--- src/rtl/complex_invert_serial_pkg.sv ---
// Shared types for the serial complex reciprocal.
// Holds the controller state encoding.
package complex_invert_serial_pkg;

  typedef enum logic [2:0] {
    S_IDLE,
    S_MAG,
    S_DIV_RE,
    S_DIV_IM,
    S_OUT
  } state_t;

endpackage

--- src/rtl/complex_invert_serial_udiv.sv ---
// Unsigned restoring divider, one quotient bit per cycle.
// quot/rem carry the final result combinationally in the done cycle.
module serial_udiv #(
  parameter int NUM_W = 46,
  parameter int DEN_W = 32
) (
  input  logic             clk,
  input  logic             reset,
  input  logic             start,
  input  logic [NUM_W-1:0] num,
  input  logic [DEN_W-1:0] den,
  output logic             busy,
  output logic             done,
  output logic [NUM_W-1:0] quot,
  output logic [DEN_W-1:0] rem
);

  localparam int CW = $clog2(NUM_W + 1);

  logic [DEN_W-1:0] rem_q, rem_d;
  logic [NUM_W-1:0] quot_q, quot_d;
  logic [DEN_W-1:0] den_q, den_d;
  logic [CW-1:0]    cnt_q, cnt_d;
  logic             busy_q, busy_d;

  logic [DEN_W:0]   sh;
  logic [DEN_W:0]   diff;
  logic             ge;
  logic [DEN_W-1:0] rem_nx;
  logic [NUM_W-1:0] quot_nx;

  always_comb begin
    sh      = {rem_q, quot_q[NUM_W-1]};
    diff    = sh - {1'b0, den_q};
    ge      = (sh >= {1'b0, den_q});
    rem_nx  = ge ? diff[DEN_W-1:0] : sh[DEN_W-1:0];
    quot_nx = {quot_q[NUM_W-2:0], ge};
  end

  assign busy = busy_q;
  assign done = busy_q && (cnt_q == CW'(1));
  assign quot = quot_nx;
  assign rem  = rem_nx;

  always_comb begin
    rem_d  = rem_q;
    quot_d = quot_q;
    den_d  = den_q;
    cnt_d  = cnt_q;
    busy_d = busy_q;
    if (start) begin
      rem_d  = '0;
      quot_d = num;
      den_d  = den;
      cnt_d  = CW'(NUM_W);
      busy_d = 1'b1;
    end else if (busy_q) begin
      rem_d  = rem_nx;
      quot_d = quot_nx;
      cnt_d  = cnt_q - CW'(1);
      busy_d = (cnt_q != CW'(1));
    end
  end

  always_ff @(posedge clk) begin
    if (reset) begin
      rem_q  <= '0;
      quot_q <= '0;
      den_q  <= '0;
      cnt_q  <= '0;
      busy_q <= 1'b0;
    end else begin
      rem_q  <= rem_d;
      quot_q <= quot_d;
      den_q  <= den_d;
      cnt_q  <= cnt_d;
      busy_q <= busy_d;
    end
  end

endmodule

--- src/rtl/complex_invert_serial.sv ---
// Streaming 1/(a+bi) = (a-bi)/(a^2+b^2) with one shared serial divider.
// Results are rounded half-up on magnitude and saturated to WIDTH bits.
module complex_invert_serial
  import complex_invert_serial_pkg::*;
#(
  parameter int WIDTH = 16,
  parameter int SHIFT = 2 * (WIDTH - 1)
) (
  input  logic               clk,
  input  logic               reset,
  input  logic               clear,
  input  logic [2*WIDTH-1:0] i_tdata,
  input  logic               i_tlast,
  input  logic               i_tvalid,
  output logic               i_tready,
  output logic [2*WIDTH-1:0] o_tdata,
  output logic               o_tlast,
  output logic               o_tuser,
  output logic               o_tvalid,
  input  logic               o_tready
);

  localparam int N = WIDTH + SHIFT;
  localparam int D = 2 * WIDTH;
  localparam logic [N:0] LIM =
    {{(N-WIDTH+1){1'b0}}, 1'b1, {(WIDTH-1){1'b0}}};

  state_t state_q, state_d;
  logic [WIDTH-1:0] a_q, a_d, b_q, b_d;
  logic [WIDTH-1:0] re_q, re_d, im_q, im_d;
  logic [D-1:0]     mag_q, mag_d;
  logic             last_q, last_d;
  logic             user_q, user_d;

  logic [WIDTH-1:0] abs_a, abs_b;
  logic [D-1:0]     mag;
  logic             div_start, div_busy, div_done;
  logic [N-1:0]     div_num, quot;
  logic [D-1:0]     div_den, rem;

  function automatic logic [WIDTH-1:0] cond_q(
    input logic [N-1:0] q,
    input logic [D-1:0] r,
    input logic [D-1:0] m,
    input logic         neg
  );
    logic [N:0] mr;
    mr = {1'b0, q} + {{N{1'b0}}, ({r, 1'b0} >= {1'b0, m})};
    if (neg)
      cond_q = (mr >= LIM) ? {1'b1, {(WIDTH-1){1'b0}}}
                           : -mr[WIDTH-1:0];
    else
      cond_q = (mr >= LIM) ? {1'b0, {(WIDTH-1){1'b1}}}
                           : mr[WIDTH-1:0];
  endfunction

  // |-2^(W-1)| wraps to 2^(W-1), exact as an unsigned W-bit value.
  assign abs_a = a_q[WIDTH-1] ? -a_q : a_q;
  assign abs_b = b_q[WIDTH-1] ? -b_q : b_q;
  assign mag   = D'(abs_a) * D'(abs_a) + D'(abs_b) * D'(abs_b);

  assign div_den = (state_q == S_MAG) ? mag : mag_q;

  serial_udiv #(
    .NUM_W(N),
    .DEN_W(D)
  ) u_div (
    .clk  (clk),
    .reset(reset | clear),
    .start(div_start),
    .num  (div_num),
    .den  (div_den),
    .busy (div_busy),
    .done (div_done),
    .quot (quot),
    .rem  (rem)
  );

  always_comb begin
    state_d   = state_q;
    a_d       = a_q;
    b_d       = b_q;
    re_d      = re_q;
    im_d      = im_q;
    mag_d     = mag_q;
    last_d    = last_q;
    user_d    = user_q;
    div_start = 1'b0;
    div_num   = {abs_a, {SHIFT{1'b0}}};
    unique case (state_q)
      S_IDLE: begin
        if (i_tvalid) begin
          a_d     = i_tdata[2*WIDTH-1:WIDTH];
          b_d     = i_tdata[WIDTH-1:0];
          last_d  = i_tlast;
          state_d = S_MAG;
        end
      end
      S_MAG: begin
        mag_d = mag;
        if (mag == '0) begin
          re_d    = '0;
          im_d    = '0;
          user_d  = 1'b1;
          state_d = S_OUT;
        end else begin
          user_d    = 1'b0;
          div_start = 1'b1;
          state_d   = S_DIV_RE;
        end
      end
      S_DIV_RE: begin
        if (div_done) begin
          re_d      = cond_q(quot, rem, mag_q, a_q[WIDTH-1]);
          div_start = 1'b1;
          div_num   = {abs_b, {SHIFT{1'b0}}};
          state_d   = S_DIV_IM;
        end else if (!div_busy) begin
          state_d = S_IDLE;
        end
      end
      S_DIV_IM: begin
        if (div_done) begin
          im_d    = cond_q(quot, rem, mag_q,
                           !b_q[WIDTH-1] && (b_q != '0));
          state_d = S_OUT;
        end else if (!div_busy) begin
          state_d = S_IDLE;
        end
      end
      S_OUT: begin
        if (o_tready) state_d = S_IDLE;
      end
      default: state_d = S_IDLE;
    endcase
  end

  always_ff @(posedge clk) begin
    if (reset || clear) begin
      state_q <= S_IDLE;
      a_q     <= '0;
      b_q     <= '0;
      re_q    <= '0;
      im_q    <= '0;
      mag_q   <= '0;
      last_q  <= 1'b0;
      user_q  <= 1'b0;
    end else begin
      state_q <= state_d;
      a_q     <= a_d;
      b_q     <= b_d;
      re_q    <= re_d;
      im_q    <= im_d;
      mag_q   <= mag_d;
      last_q  <= last_d;
      user_q  <= user_d;
    end
  end

  assign i_tready = (state_q == S_IDLE);
  assign o_tvalid = (state_q == S_OUT);
  assign o_tdata  = {re_q, im_q};
  assign o_tlast  = last_q;
  assign o_tuser  = user_q;

endmodule
--- config.mk ---
export PLATFORM = sky130hd
export DESIGN_NAME = complex_invert_serial
export DESIGN_NICKNAME = d
export VERILOG_FILES = /design/src/rtl/complex_invert_serial_pkg.sv /design/src/rtl/complex_invert_serial_udiv.sv /design/src/rtl/complex_invert_serial.sv
export SDC_FILE = /design/constraint.sdc
export NUM_CORES = 2
export LEC_CHECK = 0
export BUFFER_PORTS_ARGS = -buffer_cell sky130_fd_sc_hd__buf_4
export CAP_MARGIN = 5
export CORE_MARGIN = 5
export CORE_UTILIZATION = 65
export CTS_CLUSTER_DIAMETER = 200
export DETAILED_ROUTE_END_ITERATION = 7
export PLACE_DENSITY = 0.79
export SYNTH_ARGS = -nofsm -noshare
export SYNTH_HDL_FRONTEND = slang
export SYNTH_HIERARCHICAL = 1
export SYNTH_SLANG_ARGS = --single-unit
export TNS_END_PERCENT = 1
--- constraint.sdc ---
create_clock -name clk -period 27.7 [get_ports clk]
set_input_delay 6.925 -clock clk [delete_from_list [all_inputs] [get_ports clk]]
set_output_delay 6.925 -clock clk [all_outputs]
set_load 0.05 [all_outputs]
# Word level (Yosys, flattened, before mapping)
# Cells that the tools add are included.
[word_totals]
regBits = 218
latchBits = 0
ramBits = 0
rom_bits = 0
out_inout_bits = 36
word_cells = 85
mem_count = 0
[op_classes]
n_addsub = 7
mul = 2
div = 0
order_cmp = 3
n_eq_ne = 11
n_shift = 0
mux = 32
bitwise_logic = 1
n_reduce_logical = 15
[op_table]
columns = ["op", "n"]
rows = [
  ["two-way mux 46 bit", 4],
  ["two-way mux 16 bit", 9],
  [">= comparator 33 x 32 -> 1 bit", 2],
  ["multiplier 16 x 16 -> 32 bit", 2],
  ["two-way mux 32 bit", 2],
  ["one-hot mux 16 bit (2 select lines)", 2],
  ["negation 16 bit", 3],
  ["adder 46 x 1 -> 47 bit", 1],
  [">= comparator 47 x 16 -> 1 bit (second input constant)", 1],
  ["adder 32 bit", 1],
  ["zero test 32 bit", 1],
  ["subtractor 32 bit", 1],
  ["two-way mux 3 bit", 6],
  ["nonzero test 16 bit", 1],
  ["one-hot mux 3 bit (5 select lines)", 1],
  ["two-way mux 6 bit", 2],
  ["equality test 3 x 2 -> 1 bit (second input constant)", 2],
  ["equality test 6 x 1 -> 1 bit (second input constant)", 1],
  ["inequality test 2 bit (second input constant)", 3],
  ["inequality test 6 x 1 -> 1 bit (second input constant)", 1],
  ["AND reduction 3 bit", 2],
  ["nonzero test 2 bit", 3],
  ["subtractor 6 x 1 -> 6 bit (second input constant)", 1],
  ["two-way mux 1 bit", 5],
  ["11 further kinds", 14],
]

# Longest topological paths before layout
[depth]
word_depth = 9
depth_mapped = 43
mapped_depth_nobuf = 38

# Cells and area by module
# Netlist, hierarchy kept.
[by_module_without_submodules]
columns = ["mod", "instances", "cells_per_inst", "area_each_um2", "seq_area_each_um2"]
rows = [
  ["complex_invert_serial", 1, 2498, 21669.5, 2021.9],
  ["serial_udiv", 1, 962, 7464.7, 2342.2],
]

# Worst setup path before layout
# No wires, ideal clock.
[synth_path]
kind = "register -> register"
start = "reg a_q[0]"
end = "reg u_div.rem_q[2]"
arrival_time_ns = 10.393
slack_ns = 17.216
stages_incl_launch_ff = 36
synth_period_minus_slack_ns = 10.484
path_cell_list = "dfxtp_1 inv_1 clkbuf_1 ha_1 or3b_2 o41a_1 xor2_1 inv_1 clkbuf_1 nor2_1 inv_1 fa_1 fa_1 fa_1 fa_1 fa_1 fa_1 fa_1 fa_1 inv_1 ha_1 clkbuf_1 a21oi_1 o221ai_1 a31oi_1 mux2i_1 a2111oi_0 or4_1 or4_1 o21bai_1 o21ai_0 clkbuf_1 or2_2 clkbuf_1 clkbuf_1 a311oi_1"
[synth_via]
elab_chain_len = 8
[synth_rtl]
columns = ["element", "line", "text"]
rows = [
  ["start, declared", "complex_invert_serial.sv:29", "logic [WIDTH-1:0] a_q, a_d, b_q, b_d;"],
  ["start signal, assigned", "complex_invert_serial.sv:141", "a_q <= '0;"],
  ["start signal, assigned", "complex_invert_serial.sv:150", "a_q <= a_d;"],
  ["negation 16 bit", "complex_invert_serial.sv:58", "assign abs_a = a_q[WIDTH-1] ? -a_q : a_q;"],
  ["two-way mux 16 bit *", "complex_invert_serial.sv:58", ""],
  ["multiplier 16 x 16 -> 32 bit *", "complex_invert_serial.sv:60", "assign mag = D'(abs_a) * D'(abs_a) + D'(abs_b) * D'(abs_b);"],
  ["adder 32 bit *", "complex_invert_serial.sv:60", ""],
  ["zero test 32 bit *", "complex_invert_serial.sv:101", "if (mag == '0) begin"],
  ["two-way mux 1 bit *", "complex_invert_serial.sv:101", ""],
  ["one-hot mux 1 bit (2 select lines) *", "complex_invert_serial.sv:90", "unique case (state_q)"],
  ["net div_start", "complex_invert_serial.sv:37", "logic div_start, div_busy, div_done;"],
  ["OR reduction 2 bit (no line) *", "-", ""],
  ["end signal, assigned", "complex_invert_serial_udiv.sv:73", "rem_q <= rem_d;"],
  ["end, declared", "complex_invert_serial_udiv.sv:20", "logic [DEN_W-1:0] rem_q, rem_d;"],
]
# The timed path passes the listed nets; every way through them passes the cells marked *.
# A chain may end at the register's enable or synchronous reset.

# Final worst setup path
[layout_path]
start = "reg b_q[0]"
end = "reg u_div.quot_q[0]"
[layout_via]
elab_chain_len = 8
elab_cells_between_ends = 9
cone_classes = "add/sub (2); mul (1); mux (4); reduce/logical (2)"
[layout_rtl]
columns = ["element", "line", "text"]
rows = [
  ["start, declared", "complex_invert_serial.sv:29", ""],
  ["start signal, assigned", "complex_invert_serial.sv:142", "b_q <= '0;"],
  ["start signal, assigned", "complex_invert_serial.sv:151", "b_q <= b_d;"],
  ["negation 16 bit", "complex_invert_serial.sv:59", "assign abs_b = b_q[WIDTH-1] ? -b_q : b_q;"],
  ["two-way mux 16 bit *", "complex_invert_serial.sv:59", ""],
  ["multiplier 16 x 16 -> 32 bit *", "complex_invert_serial.sv:60", ""],
  ["adder 32 bit *", "complex_invert_serial.sv:60", ""],
  ["zero test 32 bit *", "complex_invert_serial.sv:101", ""],
  ["two-way mux 1 bit *", "complex_invert_serial.sv:101", ""],
  ["one-hot mux 1 bit (2 select lines) *", "complex_invert_serial.sv:90", ""],
  ["net div_start", "complex_invert_serial.sv:37", ""],
  ["two-way mux 46 bit / nonzero test 2 bit (equally long branches)", "-", ""],
  ["end signal, assigned", "complex_invert_serial_udiv.sv:74", "quot_q <= quot_d;"],
  ["end, declared", "complex_invert_serial_udiv.sv:21", "logic [NUM_W-1:0] quot_q, quot_d;"],
]
# Marked as above.

==> results.yml <==
logic_synthesis:
  synthXorXnorAreaFrac_pct: 3.58
  synth_edf_count: 0
  synth_top_family_by_area: "adder cells"
  synth_seq_cells: 218
  synth_compound_area_share_pct: 12.4
  ys_warn_count: 6
  ys_seq_area_share_pct: 15.0
  async_reset_ff_share_pct: 0
  synth-main-ff-cell: "dfxtp_1"
  synth-adder-area-share_pct: 37.6
  yosys.cell_types.count: 86
  syn_inst: 3460
  yosys-mux-area-fraction_pct: 4.47
  synth-simple-area-share_pct: 17.0
  avgSynthCellArea_um2: 8.42
  synth_area_um2: 29100
sta:
  skew_ps: 8.09
  fin_tns_setup_ps: 0
  relSlewSlack_pct: 9.15
  hold_viol: 0
  min_period_over_period_pct: 45.7
  holdWs_ps: 456
  rsz0062_at_grt: "no"
  fin_crit_ps: 12670
  worst_slew_pin_slew_ps: 1360
  max_freq_mhz: 78.9
  slew_violations: 0
  finalSetupViolCount: 0
  fin_ws_ps: 15030
clock_tree:
  cts_setup_buffers: 0
  clock-root-buffer: "clkbuf_16"
  cts_buffers: 25
  cts_buffer_depth: 3
  htree_levels: 1
  cts.sinks: 218
  cts_resized: 0
  hold_buffers: 0
  clkTransAtPathRegs_ps: 60
  clk_latency_ps: 540
  cts_tree: "yes"
drt:
  postRouteAntennaNets: 0
  wl_per_cell_um: 19.4
  drt_iter0_drc: 2198
  firstDrtPassIters: 8
  drc: 1
  via_per_inst: 6.02
  drt_wl_total_mm: 78.8
  vias: 24400
die:
  die-area_um2: 49200
  fp-row-count: 77
  floorplan.die.height_um: 222
  core_um2: 44300
  initial_core_util_pct: 65.7
  chipWidth_um: 222
  io_pins: 74
cells_and_area:
  syn2layout_area_growth_pct: 5.33
  regArea_um2: 4370
  drive_gt1_share_pct: 5.85
  multi_input_area_um2: 22100
  antennaDiodeCount: 0
  nets: 4129
  final_area_um2: 30700
  nFillCells: 3610
critical_path:
  crit_arrival_ps: 13130
  cp_common_cell: "fa_1"
  slowest_stage: "xnor2_1"
  cp.required_ps: 28160
  cp_max_fo: 108
  cpPeakStageDelay_ps: 960
  critPathCaptureType: "flop"
  crit_type: "reg -> reg"
  critical_path.startpoint_type: "flop"
place:
  gp_congestion: 0.986
  dpl_worst_slack_ps: 15420
  dpl_cell_area_um2: 29900
  io_buffers: 73
  dp_hpwl_mm: 64.0
status:
  run_status: "complete, but fails checks"
  violations: "design-rule violations"
global_route:
  grt_pass1_wl_mm: 127
  antenna_found_initial: 0
  grt_max_degree: 109
  grt_use_total_pct: 31.6
  grt_pass1_vias: 24800
  gr-total-overflow: 0
power_and_ir_drop:
  leakagePower_nw: 13.2
  power.density_nw_per_um2: 40.3
  ir_drop_mv: 0.0477
run:
  cap_violations: 0
worst_hold_path:
  hold_path_class: "reg -> reg"
-- worst max-delay path, delay by kind of cell (launching register included) --
kind | cells | cell delay [ps]
XOR/XNOR | 1 | 960
buffers and inverters | 5 | 1850
flip-flops | 1 | 520
multiplexers | 1 | 160
AND/OR/NAND/NOR | 6 | 2170
adder cells (fa/ha/maj) | 10 | 4890
AO/OA/AOI/OAI | 8 | 1900
-- layout by cell type (no fill, tap or decap), drive strengths merged, types with 14 or more instances in the layout --
cell and count:
and3 16, clkbuf 36, a21oi 208, mux2i 105
a31oi 21, inv 492, nand4 42, and2 52
o21ai 119, nor2 365, xnor2 67, fa 391
nand2 357, buf 104, nor3 48, or4 14
ha 250, or3 26, clkinv 19, conb 55
o21a 29, nand3 63, or2 18, nand2b 24
xor2 52, o31ai 15, dfxtp 218, mux2 22
a21o 36
-- per-layer routing --
layer | GRT usage (%) | share of wire, %
met1 | 40.6 | 39
met5 | 0.196 | 0
met4 | 11.3 | 4.3
met2 | 52.9 | 47
met3 | 7.16 | 8.9
-- worst paths after layout --
path	from	to	slack, ps	depth (start not counted)
max	b_q[0]$_SDFFE_PP0P_	u_div/quot_q[0]$_SDFFE_PP0P_	15030	31
min	o_tlast$_SDFFE_PP0P_	o_tlast$_SDFFE_PP0P_	460	2
max reg2reg	b_q[0]$_SDFFE_PP0P_	u_div/quot_q[0]$_SDFFE_PP0P_	15030	31
min reg2reg	o_tlast$_SDFFE_PP0P_	o_tlast$_SDFFE_PP0P_	460	2
-- stage by stage --
stage / power [mW] / util (%) / cells
floorplan: 0.763 / - / 3513
global placement: 0.894 / 67.5 / 4014
detailed placement: 0.908 / 67.5 / 4014
CTS: 1.23 / 69.2 / 4059
global route: 1.32 / 69.2 / 4060
finish: 1.24 / 69.2 / 4060
-- kinds of logic (layout without fill, tap and decap cells) --
group | count (synthesis) | count (layout)
and+or+nand+nor | 1085 | 1085
other | 2 | 55
xor gates and xnor gates | 119 | 119
adders and majority gates | 641 | 641
AOI/OAI and AO/OA | 571 | 571
muxes | 127 | 127
buffers and inverters | 697 | 652
DFF | 218 | 218
-- sequential cells by signal, indices dropped and copies added (netlist names) --
register	cells
im_q	16
state_q	3
u_div/cnt_q	6
a_q	16
re_q	16
mag_q	32
o_tuser	1
u_div/rem_q	32
u_div/quot_q	46
o_tlast	1
u_div/den_q	32
u_div/busy	1
b_q	16
-- cell type report --
cell class,instances,area share [%]
multi-input combinational,2598,72.1
sequential,218,14.2
inverter,503,6.16
timing repair buffer,104,2.54
tap,592,2.41
clock buffer,36,2.27
clock inverter,9,0.273
-- Yosys cell counts (9+ instances only) --
master    number  area (um2)
and4_1        11        96.3
o211a_1       11         110
mux2i_1      105        1050
nor4_1        12        75.1
a311oi_1      11        96.3
clkbuf_1     120         450
nor3_1        48         240
a21boi_0      10        75.1
o21a_1        29         218
buf_1          9        33.8
o21ai_1        9        45.0
o21bai_1       9        67.6
inv_1        489        1840
fa_1         391        7830
and2_1        52         325
a21o_1        36         270
or3_1         26         163
and3_1        16         100
o21ai_0      110         551
ha_1         250        3130
or4_1         14         105
o31ai_1       15         113
xnor2_1       67         587
nor2_1       364        1370
nor2b_1        9        56.3
or2_2         18         113
mux2_2        17         191
xor2_1        52         455
nand2_1      357        1340
a21oi_1      207        1040
nand2b_1      24         150
nand3_1       63         315
nand4_1       42         263
o211ai_1      11        82.6
a31oi_1       20         125
buf_4         52         390
a211oi_1      12        90.1
dfxtp_1      218        4360
o41ai_1        9        78.8
clkinv_1      13        48.8
-- where the power goes --
group / internal, mW / leakage (nW) / switching (mW)
clock: 0.185 / 0.387 / 0.134
combinational: 0.223 / 11.0 / 0.369
sequential: 0.318 / 1.76 / 0.00633
Power figures use the tool's default switching activity.
